<file path="config.mk">
export PLATFORM = sky130hd
export DESIGN_NAME = prng_arbiter
export DESIGN_NICKNAME = d
export VERILOG_FILES = /design/src/rtl/prng_pkg.sv /design/src/rtl/prng_arbiter_rr_picker.sv /design/src/rtl/prng_arbiter.sv
export SDC_FILE = /design/constraint.sdc
export NUM_CORES = 1
export LEC_CHECK = 0
export CORE_MARGIN = 4
export CORE_UTILIZATION = 45
export DETAILED_ROUTE_END_ITERATION = 7
export GPL_TIMING_DRIVEN = 0
export HOLD_SLACK_MARGIN = 0.15
export PLACE_DENSITY_LB_ADDON = 0.12
export SYNTH_ARGS = -nofsm -noshare
export SYNTH_HDL_FRONTEND = slang
export SYNTH_SLANG_ARGS = --single-unit
</file>
<file path="constraint.sdc">
create_clock -name clk -period 2.9 [get_ports clk]
set_input_delay 0.435 -clock clk [delete_from_list [all_inputs] [get_ports clk]]
set_output_delay 0.435 -clock clk [all_outputs]
set_load 0.02 [all_outputs]
</file>
<file path="src/rtl/prng_pkg.sv">
// ============================================================================
// Package    : prng_pkg
// Description: Shared FSM encoding, default constants and the clog2 helper
//              for the PRNG request arbiter.
// Revision   : 1.0
// ============================================================================
`default_nettype none

package prng_pkg;

  typedef enum logic [1:0] {
    IDLE  = 2'd0,
    STEP  = 2'd1,
    CHECK = 2'd2,
    DONE  = 2'd3
  } state_e;

  localparam int DEF_N_REQ     = 4;
  localparam int DEF_RANGE     = 10;
  localparam int DEF_STEPS     = 4;
  localparam int DEF_MAX_RETRY = 3;

  function automatic int clog2(input int value);
    int r;
    r = 0;
    for (int i = 0; i < 31; i++) begin
      if ((1 << i) < value) r = i + 1;
    end
    return r;
  endfunction

endpackage

`default_nettype wire

</file>
<file path="src/rtl/prng_arbiter_rr_picker.sv">
// ============================================================================
// Module     : rr_picker
// Description: Combinational round-robin selector: first set request bit at
//              or after the pointer, wrapping.
// Revision   : 1.0
// ============================================================================
`default_nettype none

module rr_picker #(
  parameter int N_REQ = 4,
  parameter int ID_W  = 2
) (
  input  logic [N_REQ-1:0] req_i,
  input  logic [ID_W-1:0]  rr_ptr_i,
  output logic [ID_W-1:0]  gnt_id_o,
  output logic             any_req_o
);

  int idx_w;

  // Scan offsets from farthest to nearest so the nearest set bit wins.
  always_comb begin
    gnt_id_o  = '0;
    any_req_o = 1'b0;
    idx_w     = 0;
    for (int i = N_REQ - 1; i >= 0; i--) begin
      idx_w = int'(rr_ptr_i) + i;
      if (idx_w >= N_REQ) idx_w = idx_w - N_REQ;
      if (req_i[idx_w]) begin
        gnt_id_o  = idx_w[ID_W-1:0];
        any_req_o = 1'b1;
      end
    end
  end

endmodule

`default_nettype wire

</file>
<file path="src/rtl/prng_arbiter.sv">
// ============================================================================
// Module     : prng_arbiter
// Description: Shares one LFSR between requesters, sequences its enable and
//              returns rejection-sampled values in 0..RANGE-1.
//              Optional macro PRNG_ARB_STATS_EN adds draw/reject counters.
// Revision   : 1.0
// ============================================================================
`default_nettype none

module prng_arbiter
  import prng_pkg::*;
#(
  parameter int N_REQ     = DEF_N_REQ,
  parameter int RANGE     = DEF_RANGE,
  parameter int STEPS     = DEF_STEPS,
  parameter int MAX_RETRY = DEF_MAX_RETRY
) (
  input  logic             clk,
  input  logic             rst_n,
  input  logic [N_REQ-1:0] req,
  output logic [N_REQ-1:0] ack,
  output logic [7:0]       rand_data,
  output logic             busy,
  output logic             prng_en,
  input  logic [7:0]       prng_raw
`ifdef PRNG_ARB_STATS_EN
  ,
  output logic [15:0]      draw_cnt,
  output logic [15:0]      reject_cnt
`endif
);

  localparam int         VAL_W   = clog2(RANGE);
  localparam int         ID_W    = (N_REQ > 1) ? clog2(N_REQ) : 1;
  localparam logic [8:0] RANGE_W = 9'(RANGE);

  state_e             state_q, state_d;
  logic [ID_W-1:0]    gnt_q, gnt_d;
  logic [ID_W-1:0]    rr_q, rr_d;
  logic [3:0]         cnt_q, cnt_d;
  logic [2:0]         retry_q, retry_d;
  logic [N_REQ-1:0]   ack_q, ack_d;
  logic [7:0]         data_q, data_d;

  logic [ID_W-1:0]    pick_w;
  logic               any_w;
  logic [8:0]         cand_w;
  logic               accept_w;
  logic               unused_raw_w;

  assign unused_raw_w = ^prng_raw;

  rr_picker #(
    .N_REQ (N_REQ),
    .ID_W  (ID_W)
  ) u_rr_picker (
    .req_i     (req),
    .rr_ptr_i  (rr_q),
    .gnt_id_o  (pick_w),
    .any_req_o (any_w)
  );

  // Candidate is at most 2*RANGE-1, so a single subtraction folds it in range.
  assign cand_w   = 9'(prng_raw[VAL_W-1:0]);
  assign accept_w = (cand_w < RANGE_W);

  always_ff @(posedge clk or negedge rst_n) begin
    if (!rst_n) begin
      state_q <= IDLE;
      gnt_q   <= '0;
      rr_q    <= '0;
      cnt_q   <= '0;
      retry_q <= '0;
      ack_q   <= '0;
      data_q  <= '0;
    end else begin
      state_q <= state_d;
      gnt_q   <= gnt_d;
      rr_q    <= rr_d;
      cnt_q   <= cnt_d;
      retry_q <= retry_d;
      ack_q   <= ack_d;
      data_q  <= data_d;
    end
  end

  always_comb begin
    state_d = state_q;
    gnt_d   = gnt_q;
    rr_d    = rr_q;
    cnt_d   = cnt_q;
    retry_d = retry_q;
    ack_d   = '0;
    data_d  = data_q;
    case (state_q)
      IDLE: begin
        if (any_w) begin
          gnt_d   = pick_w;
          cnt_d   = 4'(STEPS);
          retry_d = '0;
          state_d = STEP;
        end
      end
      STEP: begin
        cnt_d = cnt_q - 4'd1;
        if (cnt_q == 4'd1) state_d = CHECK;
      end
      CHECK: begin
        if (accept_w) begin
          data_d        = 8'(cand_w);
          ack_d[gnt_q]  = 1'b1;
          state_d       = DONE;
        end else if (retry_q < 3'(MAX_RETRY)) begin
          retry_d = retry_q + 3'd1;
          cnt_d   = 4'd1;
          state_d = STEP;
        end else begin
          data_d        = 8'(cand_w - RANGE_W);
          ack_d[gnt_q]  = 1'b1;
          state_d       = DONE;
        end
      end
      DONE: begin
        rr_d    = (gnt_q == ID_W'(N_REQ - 1)) ? '0 : gnt_q + 1'b1;
        state_d = IDLE;
      end
      default: state_d = IDLE;
    endcase
  end

  assign ack       = ack_q;
  assign rand_data = data_q;
  assign busy      = (state_q != IDLE);
  assign prng_en   = (state_q == STEP);

`ifdef PRNG_ARB_STATS_EN
  logic [15:0] draw_q;
  logic [15:0] rej_q;

  always_ff @(posedge clk or negedge rst_n) begin
    if (!rst_n) begin
      draw_q <= '0;
      rej_q  <= '0;
    end else begin
      if (state_q == DONE && draw_q != 16'hFFFF) draw_q <= draw_q + 16'd1;
      if (state_q == CHECK && !accept_w && rej_q != 16'hFFFF) rej_q <= rej_q + 16'd1;
    end
  end

  assign draw_cnt   = draw_q;
  assign reject_cnt = rej_q;
`endif

endmodule

`default_nettype wire

</file>
==> run metrics, run 1 <==
post-synthesis mux area share=between 5 and 6%; worst vdd ir=626 uV; die area=between 0.003 and 0.004 sq mm; # fillers=between 200 and 250; pwr dens=1010 mW/mm^2; Slew Viols, Final=0; PortBufs=23; most frequent cells after synthesis=22 x dfrtp_1, 15 x inv_1, 12 x ha_1; ANT nets after route=0; CP Max Fanout=8; Clock Path Buffers=2; number of synthesized register bits=22; antenna violations before repair=0; xor and xnor area share after synthesis=2.09%; Clock Latency Late Sink=slightly above 0.3 ns; Boundary Pins=28; Worst R2R Path Depth=6; CTS Hold Bufs=0; clock skew=around 0.003 ns; complex-gate fraction of the synthesized area=roughly 16%; largest family of logic cells by synthesized area=compound AO/OA/AOI/OAI gates; per-cell routed wire length=around 12 microns; Gate Count Post-Synth=about 120; via count=slightly above 900; Post-Synth Simple-Gate Area=13.7%; crit path capture type=output pin; total chip power=approximately 1600 uW; multi-input logic area=around 620 sq um; routed vias/inst=around 5.1; RSZ-0062 raised after global routing=no; Tcrit/Tclk final=between 70% and 80%; DRC violation total after the first TritonRoute iteration=20; Worst setup startpoint=state_q[0]; Distinct cells, synth=32; standard-cell rows=18; DRC=0; Max-slew headroom=between 30% and 40%; fin util=between 60 and 70%; Crit Path Class=register to output pin; number of synthesis warnings=0; Area Overhead vs Synth=24.2%; count leader, synth=dfrtp_1; sequential share of the synthesized area=a little over two fifths; Starting Density=49.0%; Syn Nets=around 150; Die Y=approximately 61 microns; Final #Nets=about 180; Syn Area/Cell=roughly 10 sq um; All-Layer GR Usage=between 10 and 15%; crit start category=register; Pre-antenna DRT Iters=4; Worst R2R End=cnt_q[2]; GP Congestion=roughly 0.75; layout cells sized above 1=between 10% and 20%; # resized after CTS=0; Worst Hold Class=register to register; Data arrival, critical path=about 1.9 ns; Final Hold Vio Count=0; Hold Crit Start=rand_data[1]; FF+latch area=about 550 sq um; worst setup path endpoint=busy; CTS tree=built; LEAKAGE=0.000720 uW; first-pass GRT wire length=3980 microns; setup TNS=0 ns; H-tree depth=1; Max Clk Rate=~0.44 GHz; Worst R2R Start=state_q[0]; main area contributors after synthesis=dfrtp_1 44%, ha_1 12%, inv_1 4.5%; hold path cells=2; Tightest Pin Transition=0.991 ns; clock root cell=clkbuf_4; n_diodes=0; Max Cap Viol=0; Reg clk slew, reported paths=between 0.1 and 0.15 ns; ys async rst share=100%; estimated wirelength of the detail-placed design=1710 microns; fin cells=roughly 180; clock sinks=22; largest net degree at the start of global routing=23; core footprint=around 0.0026 sq mm; Post-Place Cells=~180; status=complete, no violations; final setup vio count=0; top cell type's share of synthesized area=a little over two fifths; total wire length=2220 microns; Period minus WS final=approximately 2.3 ns; EDFF count, synth=0; Synth area leader=dfrtp_1; ys flop type=dfrtp_1; DIE WIDTH=~61 microns; # Post-CTS Setup Buffers=0; CP required=~2.5 ns; vias in the first global route=approximately 900; TritonCTS buffer count=3; R2R Setup Slk=around 1.2 ns; Congestion Overflow GR=0; post-synthesis instance area=0.00126 sq mm; adder-cell area share of the yosys netlist=between 10% and 20%
kinds of logic (layout without fill, tap and decap cells):
logic type                 Yosys count  after routing
AOI/OAI and AO/OA                   28             28
muxes                                6              6
DFF                                 22             22
buffers and inverters               20             47
and+or+nand+nor                     31             31
adders and majority gates           12             12
xor gates and xnor gates             3              3
area by class of cell:
cell class | instances | share of cell area (%)
Timing Repair Buffer | 23 | 14.7
Sequential cell | 22 | 35.2
Clock buffer | 4 | 2.32
Tap cell | 30 | 2.40
Buffer | 5 | 2.08
Inverter | 15 | 3.60
Multi-Input combinational cell | 80 | 39.6
worst min-delay path by stage:
stage | slack [ns] | to
after global routing | 0.54 | rand_data[1]
after floorplan | 0.14 | ack[0]
after detailed placement | 0.47 | rand_data[1]
final | 0.49 | rand_data[1]
after CTS | 0.50 | rand_data[1]
after global placement | 0.47 | rand_data[1]
flip-flops by register name, summed over array words and instances (netlist names):
name       count
gnt_q          2
cnt_q          4
ack            4
rand_data      5
retry_q        3
state_q        2
rr_q           2
worst max-delay path, stage by stage (launching register included):
cell and delay, ns:
dfrtp_1 0.45, inv_1 0.08, ha_1 0.32, inv_1 0.09, clkdlybuf4s50_1 0.60
per-layer routing:
layer	share of wire (%)	global-route usage, %	vias to the layer above
li1	-	-	464
met1	47	18.5	426
met2	48	23.7	14
met3	3.2	2.77	6
met4	2.0	7.12	0
met5	0	0	-
through the flow:
stage	hold slack, ns	setup slack [ns]	area [sq um]
after floorplan	0.139	1.22	1260
after global placement	0.472	0.602	1530
after detailed placement	0.469	0.582	1530
after CTS	0.499	0.606	1560
after global routing	0.537	0.489	1560
final	0.492	0.620	1560
cell usage in the layout (no fill, tap or decap), drive strengths merged:
cell type	n
clkdlybuf4s50	23
dfrtp	22
inv	15
ha	12
nor2	10
nand2	9
a21oi	8
o21ai	7
buf	5
nand2b	4
clkbuf	4
xnor2	3
mux2i	3
mux2	3
o41ai	2
a31oi	2
a32o	2
nor2b	2
nand3	2
o2bb2ai	2
o211ai	2
a21o	1
or3b	1
nor4	1
a22oi	1
and2	1
a22o	1
nor3	1
power by group:
part	switching [uW]	internal, uW	leakage (uW)
Clock	92.6	76.6	0.0000210
Combinational	444	433	0.000417
Sequential	102	428	0.000282
Total	639	937	0.000720
Note: power is estimated with default switching activity, not from simulation.
==> run 2, diff against run 1 <==
==> constraint.sdc (replaced) <==
create_clock -name clk -period 2.03 [get_ports clk]
set_input_delay 0.3045 -clock clk [delete_from_list [all_inputs] [get_ports clk]]
set_output_delay 0.3045 -clock clk [all_outputs]
set_load 0.02 [all_outputs]
==> run metrics, run 2 (synthesized netlist as in run 1, its figures left out) <==
clock root cell=clkbuf_4; per-cell routed wire length=12.5 microns (+0.54%); Clock Path Buffers=2 (unchanged); Congestion Overflow GR=0 (unchanged); n_diodes=0 (unchanged); status=complete, no violations; max reg flops=5 (unchanged); final instance area=0.00156 sq mm (unchanged); LEAKAGE=0.000721 uW (+0.15%); Period minus WS final=~1.8 ns; Die Y=60.9 microns (unchanged); antenna violations before repair=0 (unchanged); Worst Hold Class=register to register; CTS tree=built; CP Max Fanout=9 (+1); fin cells=179 (unchanged); Starting Density=49.0% (unchanged); final setup vio count=0 (unchanged); largest net degree at the start of global routing=23 (unchanged); Area Overhead vs Synth=24.2% (unchanged); worst vdd ir=859 uV (+37%); DIE WIDTH=60.9 microns (unchanged); Final Hold Vio Count=0 (unchanged); total wire length=2230 microns (+0.54%); DRC=0 (unchanged); via count=924 (+1.5%); Max Cap Viol=0 (unchanged); vias in the first global route=900 (-0.22%); Data arrival, critical path=2.05 ns (+0.20 ns); most frequent cells in the layout=22 x dfrtp_1, 21 x clkdlybuf4s50_1, 15 x inv_1; crit start category=input pin; layout cells sized above 1=13.4% (+0.67 points); most common cell after layout, fill and taps aside=dfrtp_1; RSZ-0062 raised after global routing=no; clock sinks=22 (unchanged); clock skew=0.00153 ns (-0.00141 ns); Boundary Pins=28 (unchanged); Final #Nets=176 (unchanged); Max Clk Rate=0.542 GHz; standard-cell rows=18 (unchanged); GP Congestion=0.750 (unchanged); fin util=60.9% (unchanged); Post-Place Cells=175 (unchanged); Slew Viols, Final=0 (unchanged); Crit Path Class=input pin to register; All-Layer GR Usage=14.6% (+0.044 points); Tcrit/Tclk final=between 90% and 100%; Tightest Pin Transition=0.979 ns (-0.0126 ns); routed vias/inst=5.16 (+1.5%); TritonCTS buffer count=3 (unchanged); Clock Latency Late Sink=0.31 ns (about the same); core footprint=0.00257 sq mm (unchanged); estimated wirelength of the detail-placed design=1710 microns (unchanged); Pre-antenna DRT Iters=4 (unchanged); CP required=2.24 ns (-0.23 ns); first-pass GRT wire length=4000 microns (+0.35%); PortBufs=23 (unchanged); die area=0.00371 sq mm (unchanged); ANT nets after route=0 (unchanged); pwr dens=1440 mW/mm^2 (+42%); Reg clk slew, reported paths=0.12 ns (about the same); H-tree depth=1 (unchanged); crit path capture type=register; DRC violation total after the first TritonRoute iteration=12 (-40%); Max-slew headroom=34.5% (+0.84 points); Post-Place Cell Area=0.00153 sq mm (unchanged)
## run 2: changes by cell type in the layout (fill, tap and decap cells not counted), sizes merged
cell,before,now
clkdlybuf4s50,23,21
dlygate4sd2,0,2
## run 2: worst paths after layout
kind / endpoint / slack [ns] / cells after the start / start
setup / recovery: cnt_q[2] / 0.18 / 7 / prng_raw[1]
hold / removal: rand_data[1] / 0.49 / 2 / rand_data[1]
setup reg to reg: cnt_q[2] / 0.35 / 6 / state_q[0]
hold reg to reg: rand_data[1] / 0.49 / 2 / rand_data[1]
max in group asynchronous: ack[3] / 0.92 / 1 / rst_n
min in group asynchronous: ack[1] / 0.52 / 1 / rst_n
## run 2: power by group
part	leakage [uW]	internal (uW)	switching [uW]
clock	0.0000210	110	135
sequential	0.000282	611	146
combinational	0.000418	610	632
total	0.000721	1330	913
## run 2: critical path, stage by stage
cell and delay, ns:
clkdlybuf4s50_1 0.47, inv_1 0.07, ha_1 0.22, nand2b_4 0.18
o21ai_4 0.27, o211ai_2 0.21, mux2_4 0.33
## run 2: layout make-up
class / instances / area, sq um
Buffer: 5 / 32.5
Clock buffer: 4 / 36.3
Fill cell: 224 / 1000
Inverter: 15 / 56.3
Multi-Input combinational cell: 80 / 622
Sequential cell: 22 / 551
Tap cell: 30 / 37.5
Timing Repair Buffer: 23 / 228
## run 2: per-stage QoR
| step | hold slack, ns | TNS (ns) | setup slack, ns | total power, uW |
|---|---|---|---|---|
| after floorplan | 0.00891 | 0 | 0.481 | 1630 |
| after global placement | 0.472 | -0.160 | -0.138 | 2000 |
| after detailed placement | 0.469 | -0.223 | -0.157 | 2030 |
| after CTS | 0.499 | 0 | 0.170 | 2270 |
| after global routing | 0.537 | 0 | 0.0836 | 2460 |
| final | 0.492 | 0 | 0.184 | 2240 |
## run 2: layer usage
metal	wire [microns]	GRT usage, %	up-vias
li1	-	-	465
met1	1040	18.8	435
met2	1070	23.5	18
met3	82	2.77	6
met4	44	7.12	0
met5	0	0	-
## run 2: repair_timing
item,in CTS,in global routing
setup buffers,0,0
endpoints found under the setup margin,2,0
gates resized for setup,3,0
hold buffers,0,0
endpoints found under the hold margin,0,0
==> run 3, diff against run 2 <==
--- a/config.mk
+++ b/config.mk
@@ -5,6 +5,8 @@
 export SDC_FILE = /design/constraint.sdc
 export NUM_CORES = 1
 export LEC_CHECK = 0
+export ABC_CLOCK_PERIOD_IN_PS = 2029
+export CORE_ASPECT_RATIO = 0.9
 export CORE_MARGIN = 4
 export CORE_UTILIZATION = 45
 export DETAILED_ROUTE_END_ITERATION = 7
==> run metrics, run 3 (synthesized netlist as in run 1, its figures left out) <==
status=complete, no violations; layout cells sized above 1=12.8% (-0.67 points); Final Hold Vio Count=0 (unchanged); H-tree depth=1 (unchanged); Worst Hold Class=register to register; Starting Density=49.3% (+0.29 points); core footprint=0.00255 sq mm (-0.58%); final setup vio count=0 (unchanged); crit path capture type=output pin; final instance area=0.00157 sq mm (+0.72%); hold path cells=2 (unchanged); Hold Crit Start=rand_data[2]; Crit Path Class=register to output pin; All-Layer GR Usage=14.1% (-0.52 points); die area=0.00371 sq mm (about the same); pwr dens=1490 mW/mm^2 (+3.5%); GP Congestion=0.847 (+13%); RSZ-0062 raised after global routing=no; Int Pwr=1420 uW (+6.4%); # fillers=224 (unchanged); Worst R2R End=cnt_q[2]; DRC violation total after the first TritonRoute iteration=7 (-5); TritonCTS buffer count=3 (unchanged); Max Cap Viol=0 (unchanged); vias in the first global route=935 (+3.9%); Logic pwr share=53.1% (-2.3 points); Crit path top cell by count=inv_1; Max Clk Rate=0.526 GHz (-2.9%); standard-cell rows=17 (-1); first-pass GRT wire length=4160 microns (+4.1%); Worst R2R Start=state_q[0]; crit start category=register; crit path cell chain=inv_1 -> ha_1 -> inv_1 -> dlygate4sd2_1; Congestion Overflow GR=0 (unchanged); Reg clk slew, reported paths=0.12 ns (about the same); clock sinks=22 (unchanged); Data arrival, critical path=1.60 ns (-0.45 ns); routed vias/inst=5.14 (-0.51%); sw power=925 uW (+1.2%); max incr delay on CP=0.45 ns (-0.02 ns); PortBufs=23 (unchanged); Post-Place Cell Area=0.00152 sq mm (-0.16%); R2R Setup Slk=0.35 ns (about the same); DIE WIDTH=63.8 microns (+4.7%); estimated wirelength of the detail-placed design=1800 microns (+5.0%); most common cell after layout, fill and taps aside=dfrtp_1; antenna violations before repair=0 (unchanged); Tcrit/Tclk final=93.6% (+2.7 points); Clock Path Buffers=2 (unchanged); Worst Hold End=rand_data[2]; Post-Place Cells=173 (-1.1%); Clock Latency Late Sink=0.31 ns (about the same); via count=909 (-1.6%); CTS Hold Bufs=0 (unchanged); Pre-antenna DRT Iters=2 (-2); Worst R2R Path Depth=6 (unchanged); clock skew=0.00332 ns (+0.00179 ns); max reg flops=5 (unchanged); most frequent cells in the layout=22 x dfrtp_1, 21 x clkdlybuf4s50_1, 15 x inv_1; clock power share=14.3% (+3.4 points); CTS tree=built; Period minus WS final=1.90 ns (+0.0547 ns); multi-input logic area=619 sq um (-0.40%); Slew Viols, Final=0 (unchanged); # resized after CTS=2 (-1); # Post-CTS Setup Buffers=0 (unchanged); per-cell routed wire length=13.2 microns (+5.6%); Final #Nets=176 (unchanged); Boundary Pins=28 (unchanged); worst vdd ir=710 uV (-17%); Net Sw Frac=39.5% (-1.2 points); largest net degree at the start of global routing=23 (unchanged); Crit path max-delay family=buffers and inverters; LEAKAGE=0.000729 uW (+1.2%); Crit-path slowest cell=dfrtp_1; Max-slew headroom=34.3% (-0.30 points); CP Max Fanout=8 (-1); Area Overhead vs Synth=25.0%; FF+latch area=551 sq um (unchanged); Reg power frac=32.5% (-1.2 points); ANT nets after route=0 (unchanged); total wire length=2330 microns (+4.4%); clock root cell=clkbuf_4; CP required=1.73 ns (-0.51 ns); Tightest Pin Transition=0.983 ns (+0.00445 ns); n_diodes=0 (unchanged); CP Buf/Inv Count=3 (+1); DRC=0 (unchanged); Die Y=58.2 microns (-4.5%); fin cells=177 (-1.1%)
[run 3: worst max-delay path by stage]
stage | startpoint | end | slack [ns] | depth (start not counted)
finish | state_q[0] | busy | 0.13 | 4
global route | state_q[1] | busy | 0.009 | 4
floorplan | prng_raw[1] | cnt_q[2] | 0.48 | 6
CTS | state_q[0] | busy | 0.1 | 4
detailed placement | prng_raw[1] | cnt_q[2] | -0.15 | 7
global placement | prng_raw[1] | cnt_q[2] | -0.14 | 7
[run 3: cell type report]
type                    count  area share, %
multi-input cells          80           39.3
inverters                  15           3.58
flip-flops and latches     22           35.0
clock buffers               3           1.43
well taps                  28           2.23
plain buffers               5           2.07
clock inverters             1           1.91
repair buffers             23           14.5
[run 3: per-stage QoR]
stage                     power [uW]  hold WS (ns)  utilization, %  worst slack (ns)  TNS (ns)
after global routing            2550         0.556            61.7           0.00906         0
after CTS                       2380         0.506            61.7            0.0996         0
after detailed placement        2050         0.475            59.7            -0.145    -0.292
final                           2340         0.495            61.7             0.130         0
after floorplan                 1630       0.00891               -             0.481         0
after global placement          2010         0.464            59.7            -0.136    -0.169
[run 3: worst register-to-register path: cells and delay by family, from the launching register on]
family	cells	cell delay [ns]
flip-flops	1	0.44
multiplexers	1	0.33
AO/OA/AOI/OAI	2	0.35
buffers and inverters	2	0.27
adder cells (fa/ha/maj)	1	0.19
[run 3: layer usage]
layer	GRT usage [%]	vias up	wire, microns
li1	-	464	-
met4	1.85	0	12
met3	5.04	2	117
met2	24.1	19	1090
met5	0	-	0
met1	17.6	424	1110
[run 3: power groups by stage]
stage / logic, uW / registers (uW) / clock network, uW
2_1_floorplan: 825 / 809 / 0
3_3_place_gp: 1240 / 762 / 0
3_5_place_dp: 1280 / 771 / 0
4_1_cts: 1260 / 763 / 349
5_1_grt: 1400 / 794 / 364
6_report: 1240 / 762 / 336
